<file path="src/rtl/bp_me_io_cmd_arbiter.sv">
// bp_me_io_cmd_arbiter
//
// Merges num_src_p I/O command sources onto one downstream command port and
// routes each downstream response back to the source whose command it answers.
// Responses return in order, so a FIFO of source IDs (one entry per in-flight
// command) is enough to steer them.
//
// Ports
//   clk_i, reset_i       single clock, synchronous active-high reset
//   src_cmd_i/_v_i       per-source command data (packed, source k at slice k) and valid
//   src_cmd_yumi_o       per-source consume strobe (one-hot or zero)
//   src_resp_o/_v_o      response data (broadcast) and per-source valid (one-hot or zero)
//   src_resp_ready_i     per-source response ready
//   io_cmd_o/_v_o        downstream command and valid
//   io_cmd_yumi_i        downstream consumed the command
//   io_resp_i/_v_i       downstream response and valid
//   io_resp_ready_o      arbiter accepts the downstream response
//   outstanding_o        number of commands in flight
//   error_o              sticky: a response arrived with nothing outstanding
module bp_me_io_cmd_arbiter #(
    parameter int num_src_p         = 2,
    parameter int msg_width_p       = 128,
    parameter int max_outstanding_p = 4,
    parameter int rr_p              = 0,
    localparam int src_id_width_lp  = (num_src_p > 1) ? $clog2(num_src_p) : 1,
    localparam int cnt_width_lp     = $clog2(max_outstanding_p + 1),
    localparam int ptr_width_lp     = (max_outstanding_p > 1) ? $clog2(max_outstanding_p) : 1
) (
    input  logic                             clk_i,
    input  logic                             reset_i,

    input  logic [num_src_p*msg_width_p-1:0] src_cmd_i,
    input  logic [num_src_p-1:0]             src_cmd_v_i,
    output logic [num_src_p-1:0]             src_cmd_yumi_o,

    output logic [msg_width_p-1:0]           src_resp_o,
    output logic [num_src_p-1:0]             src_resp_v_o,
    input  logic [num_src_p-1:0]             src_resp_ready_i,

    output logic [msg_width_p-1:0]           io_cmd_o,
    output logic                             io_cmd_v_o,
    input  logic                             io_cmd_yumi_i,

    input  logic [msg_width_p-1:0]           io_resp_i,
    input  logic                             io_resp_v_i,
    output logic                             io_resp_ready_o,

    output logic [cnt_width_lp-1:0]          outstanding_o,
    output logic                             error_o
);

    localparam logic [src_id_width_lp:0] num_src_lp = (src_id_width_lp + 1)'(num_src_p);

    logic [src_id_width_lp-1:0] rr_ptr_q, rr_ptr_d;
    logic [ptr_width_lp-1:0]    wr_ptr_q, wr_ptr_d;
    logic [ptr_width_lp-1:0]    rd_ptr_q, rd_ptr_d;
    logic [cnt_width_lp-1:0]    count_q, count_d;
    logic                       error_q, error_d;
    logic [src_id_width_lp-1:0] id_mem_q [max_outstanding_p];
    logic [src_id_width_lp-1:0] id_mem_d [max_outstanding_p];

    logic [num_src_p-1:0]       grant;
    logic [src_id_width_lp-1:0] grant_id;
    logic                       grant_v;
    logic [src_id_width_lp:0]   search_sum;
    logic [src_id_width_lp-1:0] search_idx;
    logic [src_id_width_lp-1:0] head_id;
    logic                       full, empty, push, pop, orphan;

    function automatic logic [ptr_width_lp-1:0] ptr_inc(input logic [ptr_width_lp-1:0] p);
        if (p == ptr_width_lp'(max_outstanding_p - 1)) return '0;
        else                                           return p + 1'b1;
    endfunction

    assign full    = (count_q == cnt_width_lp'(max_outstanding_p));
    assign empty   = (count_q == '0);
    assign head_id = id_mem_q[rd_ptr_q];

    // Grant search. Fixed mode scans from index 0; round-robin scans from
    // rr_ptr_q and wraps. Nothing is granted while full or in reset.
    always_comb begin
        grant      = '0;
        grant_id   = '0;
        grant_v    = 1'b0;
        search_sum = '0;
        search_idx = '0;
        if (!reset_i && !full) begin
            for (int i = 0; i < num_src_p; i++) begin
                if (rr_p != 0) begin
                    search_sum = {1'b0, rr_ptr_q} + (src_id_width_lp + 1)'(i);
                    if (search_sum >= num_src_lp) search_sum = search_sum - num_src_lp;
                end else begin
                    search_sum = (src_id_width_lp + 1)'(i);
                end
                search_idx = search_sum[src_id_width_lp-1:0];
                if (!grant_v && src_cmd_v_i[search_idx]) begin
                    grant_v  = 1'b1;
                    grant_id = search_idx;
                end
            end
            if (grant_v) grant[grant_id] = 1'b1;
        end
    end

    // Command path: pure AND-OR mux, no register.
    always_comb begin
        io_cmd_o = '0;
        for (int k = 0; k < num_src_p; k++) begin
            if (grant[k]) io_cmd_o = src_cmd_i[k*msg_width_p +: msg_width_p];
        end
    end

    assign io_cmd_v_o     = grant_v;
    assign src_cmd_yumi_o = grant & {num_src_p{io_cmd_yumi_i}};
    assign push           = grant_v & io_cmd_yumi_i;

    // Response path: steer to the FIFO head; with nothing outstanding, drain
    // the response and flag it.
    always_comb begin
        src_resp_v_o    = '0;
        io_resp_ready_o = 1'b1;
        if (!empty) begin
            io_resp_ready_o = src_resp_ready_i[head_id];
            if (!reset_i) src_resp_v_o[head_id] = io_resp_v_i;
        end
    end

    assign src_resp_o = io_resp_i;
    assign pop        = !empty & io_resp_v_i & io_resp_ready_o;
    assign orphan     = empty & io_resp_v_i;

    always_comb begin
        wr_ptr_d = push ? ptr_inc(wr_ptr_q) : wr_ptr_q;
        rd_ptr_d = pop  ? ptr_inc(rd_ptr_q) : rd_ptr_q;
        error_d  = error_q | orphan;
        rr_ptr_d = rr_ptr_q;
        if (rr_p != 0 && push) begin
            if (grant_id == src_id_width_lp'(num_src_p - 1)) rr_ptr_d = '0;
            else                                             rr_ptr_d = grant_id + 1'b1;
        end
        unique case ({push, pop})
            2'b10:   count_d = count_q + 1'b1;
            2'b01:   count_d = count_q - 1'b1;
            default: count_d = count_q;
        endcase
        id_mem_d = id_mem_q;
        if (push) id_mem_d[wr_ptr_q] = grant_id;
    end

    always_ff @(posedge clk_i) begin
        if (reset_i) begin
            rr_ptr_q <= '0;
            wr_ptr_q <= '0;
            rd_ptr_q <= '0;
            count_q  <= '0;
            error_q  <= 1'b0;
        end else begin
            rr_ptr_q <= rr_ptr_d;
            wr_ptr_q <= wr_ptr_d;
            rd_ptr_q <= rd_ptr_d;
            count_q  <= count_d;
            error_q  <= error_d;
        end
    end

    // ID storage carries no reset; validity is tracked by the pointers.
    always_ff @(posedge clk_i) begin
        id_mem_q <= id_mem_d;
    end

    assign outstanding_o = count_q;
    assign error_o       = error_q;

    a_grant_onehot: assert property (@(posedge clk_i) disable iff (reset_i) $onehot0(grant));
    a_no_push_full: assert property (@(posedge clk_i) disable iff (reset_i) !(push && full));
    a_src_v_stable: assert property (@(posedge clk_i) disable iff (reset_i)
        $past(reset_i) || ((($past(src_cmd_v_i) & ~$past(src_cmd_yumi_o)) & ~src_cmd_v_i) == '0));

endmodule

</file>
<file path="config.mk">
export PLATFORM = sky130hd
export DESIGN_NAME = bp_me_io_cmd_arbiter
export DESIGN_NICKNAME = d
export VERILOG_FILES = /design/src/rtl/bp_me_io_cmd_arbiter.sv
export SDC_FILE = /design/constraint.sdc
export NUM_CORES = 1
export LEC_CHECK = 0
export BUFFER_PORTS_ARGS = -buffer_cell sky130_fd_sc_hd__buf_2
export CELL_PAD_IN_SITES_DETAIL_PLACEMENT = 2
export CELL_PAD_IN_SITES_GLOBAL_PLACEMENT = 2
export CORE_AREA = 3 3 258 260
export CTS_CLUSTER_DIAMETER = 100
export DETAILED_ROUTE_END_ITERATION = 12
export DIE_AREA = 0 0 261 263
export GPL_ROUTABILITY_DRIVEN = 0
export GPL_TIMING_DRIVEN = 0
export PLACE_DENSITY = 0.6
export SLEW_MARGIN = 20
export SYNTH_ARGS = -nofsm -noshare
export SYNTH_HDL_FRONTEND = slang
export SYNTH_SLANG_ARGS = --single-unit
</file>
<file path="constraint.sdc">
create_clock -name clk_i -period 7.7 [get_ports clk_i]
set_input_delay 1.155 -clock clk_i [delete_from_list [all_inputs] [get_ports clk_i]]
set_output_delay 1.155 -clock clk_i [all_outputs]
set_load 0.005 [all_outputs]
</file>
==> results.md <==
* CP peak stage delay at 450 ps
* CTS sink cnt at 12
* Vias in the first global route at 5571
* Post-synth top area share at 0.376
* Fin. Hold Viols at 0
* Max Slew Vio Count at 0
* CTS tree: yes
* Most frequent cells in the layout: buf_2 (547), buf_4 (139), a22o_1 (128), nor2_1 (11), dfxtp_1 (8)
* Register area share after synthesis at 0.0940
* Area growth syn-to-layout at 127%
* Cells after synthesis at 357
* First-pass GRT wire length at 38600 microns
* Layout cells sized above 1 at 0.780
* Core area at 64300 sq um
* Routed vias at 4929
* Top Ports at 658
* Crit-path slowest cell: buf_2
* Worst-Margin Slew at 528 ps
* Deepest clock path buffer count at 2
* Cell Area, Synth at 2980 sq um
* Nets@finish at 1290
* Total GRT Usage at 0.0771
* Top FF cell, synth: dfxtp_1
* Clock root buffer: clkbuf_16
* Most frequent CP cell: buf_2
* Synth Register Bits at 12
* Post-CTS setup buffers at 0
* Setup violators final at 0
* Worst setup EP type: output pin
* Post-placement cell count at 1741
* Most common cell after layout, fill and taps aside: buf_2
* Worst Path Arrival at 2960 ps
* Residual DRC at 0
* Leak at 3.75 nW
* DRT iter0 DRCs at 60
* Die W at 261 microns
* Post-synth top area cell: a22o_1
* Initial antenna violation count at 8
* Final WS setup at 3580 ps
* Slew Limit Headroom at 0.648
* Run status: completed
* Pwr Total at 500 uW
* Ys async rst share at 0
* Mean area per synthesized cell at 8.35 sq um
* Fmax achieved at 0.243 GHz
* Largest net degree at the start of global routing at 14
* Part of the cycle the worst path needs at 0.535
* RSZ-0062 raised after global routing: false
* Power Internal at 324 uW
* Max_cap viols at 0
* I/O Buffers at 529
* Sw power at 177 uW
* # rows at 93
* TNS Setup at 0 ps
* EDFF count, synth at 4
* Clk_lat worst skew at 240 ps
* Sequential Area at 280 sq um
* DP HPWL at 26600 microns
* Die ar. at 68600 sq um
* Synth cell types at 28
* Dpl cell area at 6700 sq um
* Pre-CTS setup slack at 3450 ps
* Final Routed Wirelength at 29200 microns
* Maximum vdd drop at 0.0000481 V
* H-tree depth at 1
* Pwr dens at 73.8 nW/um^2
* Total grt overflow at 0
* Net count after synthesis at 756
* Top cells by area, synth: a22o_1 (38%), buf_4 (35%), dfxtp_1 (5.4%)
* Hold Crit Class: reg -> reg
* Critical path fanouts, max at 11
* Wire length per cell at 16.7 microns
* Routed Antenna Nets at 0
* Fin cells at 1747
* Startpoint types: input port
* Fin area at 6780 sq um
* Clock Skew at 0.596 ps
* Clock-pin slew on the worst setup and hold paths at 40 ps
* Crit-path cells: buf_2, a21oi_2, and2_1, buf_2, buf_2, a22o_1, buf_2
* Post-CTS sizing at 0
* Synth Warn # at 0
* Router iterations before antenna repair at 4
* WP data required at 6550 ps
* CTS Hold Bufs at 0
* Fin crit period at 4120 ps
* Chip Height at 263 microns
* Filler Cells Inserted at 7781
* Sequential Power Share at 0.148
* Comb pwr share at 0.661
* Net Sw Frac at 0.353
* Initial Util at 0.0463
* Worst Path Class, Setup: in -> out
* Clock share of power at 0.191
* Inserted Clock Buffers at 3
* Multi-input gate area at 1540 sq um
* Vias per cell at 2.82
## worst paths after layout
path,endpoint,startpoint,cells past startpoint,slack (ps)
worst max-delay path,io_cmd_o[56],reset_i,7,3580
worst min-delay path,error_o,error_o,2,490
worst max register to register,outstanding_o[2],rd_ptr_q[0],8,4960
worst min register to register,error_o,error_o,2,490
## cell type report
cell class | instances | area share
inverters | 7 | 0.00387
diodes | 2 | 0.000738
clock buffers | 3 | 0.0111
repair buffers | 529 | 0.390
plain buffers | 158 | 0.168
multi-input cells | 180 | 0.227
well taps | 855 | 0.158
clock inverters | 1 | 0.000553
flip-flops and latches | 12 | 0.0413
## logic make-up after synthesis
group / share of synthesized area
xor gates and xnor gates: 0.00588
buffers and inverters: 0.390
DFF: 0.0940
adders and majority gates: 0.0319
AOI/OAI and AO/OA: 0.401
and+or+nand+nor: 0.0483
muxes: 0.0290
## state kept, by name (all words and copies together), names as in the netlist
name and cells:
outstanding_o 3, error_o 1, rd_ptr_q 2, id_mem_q 4
wr_ptr_q 2
## synth_stat cells, types with 2 or more instances
| library cell | number |
|---|---|
| buf_2 | 18 |
| o311ai_0 | 2 |
| a21oi_1 | 3 |
| buf_4 | 139 |
| nor2_1 | 11 |
| or3_1 | 2 |
| a22o_1 | 128 |
| nor3_1 | 2 |
| mux2i_1 | 5 |
| edfxtp_1 | 4 |
| and2_1 | 6 |
| xor2_1 | 2 |
| ha_1 | 6 |
| inv_1 | 7 |
| nand2_1 | 2 |
| dfxtp_1 | 8 |
## worst max-delay path: cells and delay by family
kind | cells | cell delay (ps)
buf+inv | 4 | 1100
compound gates | 2 | 460
simple gates | 1 | 230
## power by group through the flow
stage / Sequential (mW) / Clock (mW) / Combinational (mW)
finish: 0.0741 / 0.0955 / 0.331
detailed placement: 0.0753 / 0 / 0.342
global route: 0.0750 / 0.103 / 0.367
CTS: 0.0742 / 0.0978 / 0.343
floorplan: 0.0742 / 0 / 0.143
global placement: 0.0748 / 0 / 0.335
## metrics by stage
step	util	hold WS (ps)
finish	0.105	487
global route	0.105	529
CTS	0.105	502
detailed placement	0.104	492
global placement	0.104	448
floorplan	-	460
## per-layer routing
| layer | vias up | part of all wire | wire, microns | GRT usage |
|---|---|---|---|---|
| li1 | 2274 | - | - | - |
| met1 | 2237 | 0.30 | 8670 | 0.0688 |
| met2 | 383 | 0.53 | 15400 | 0.153 |
| met3 | 31 | 0.16 | 4700 | 0.0420 |
| met4 | 4 | 0.013 | 388 | 0.0105 |
| met5 | - | 0.00092 | 27 | 0 |
No activity file was read; power rests on OpenSTA's default activity.
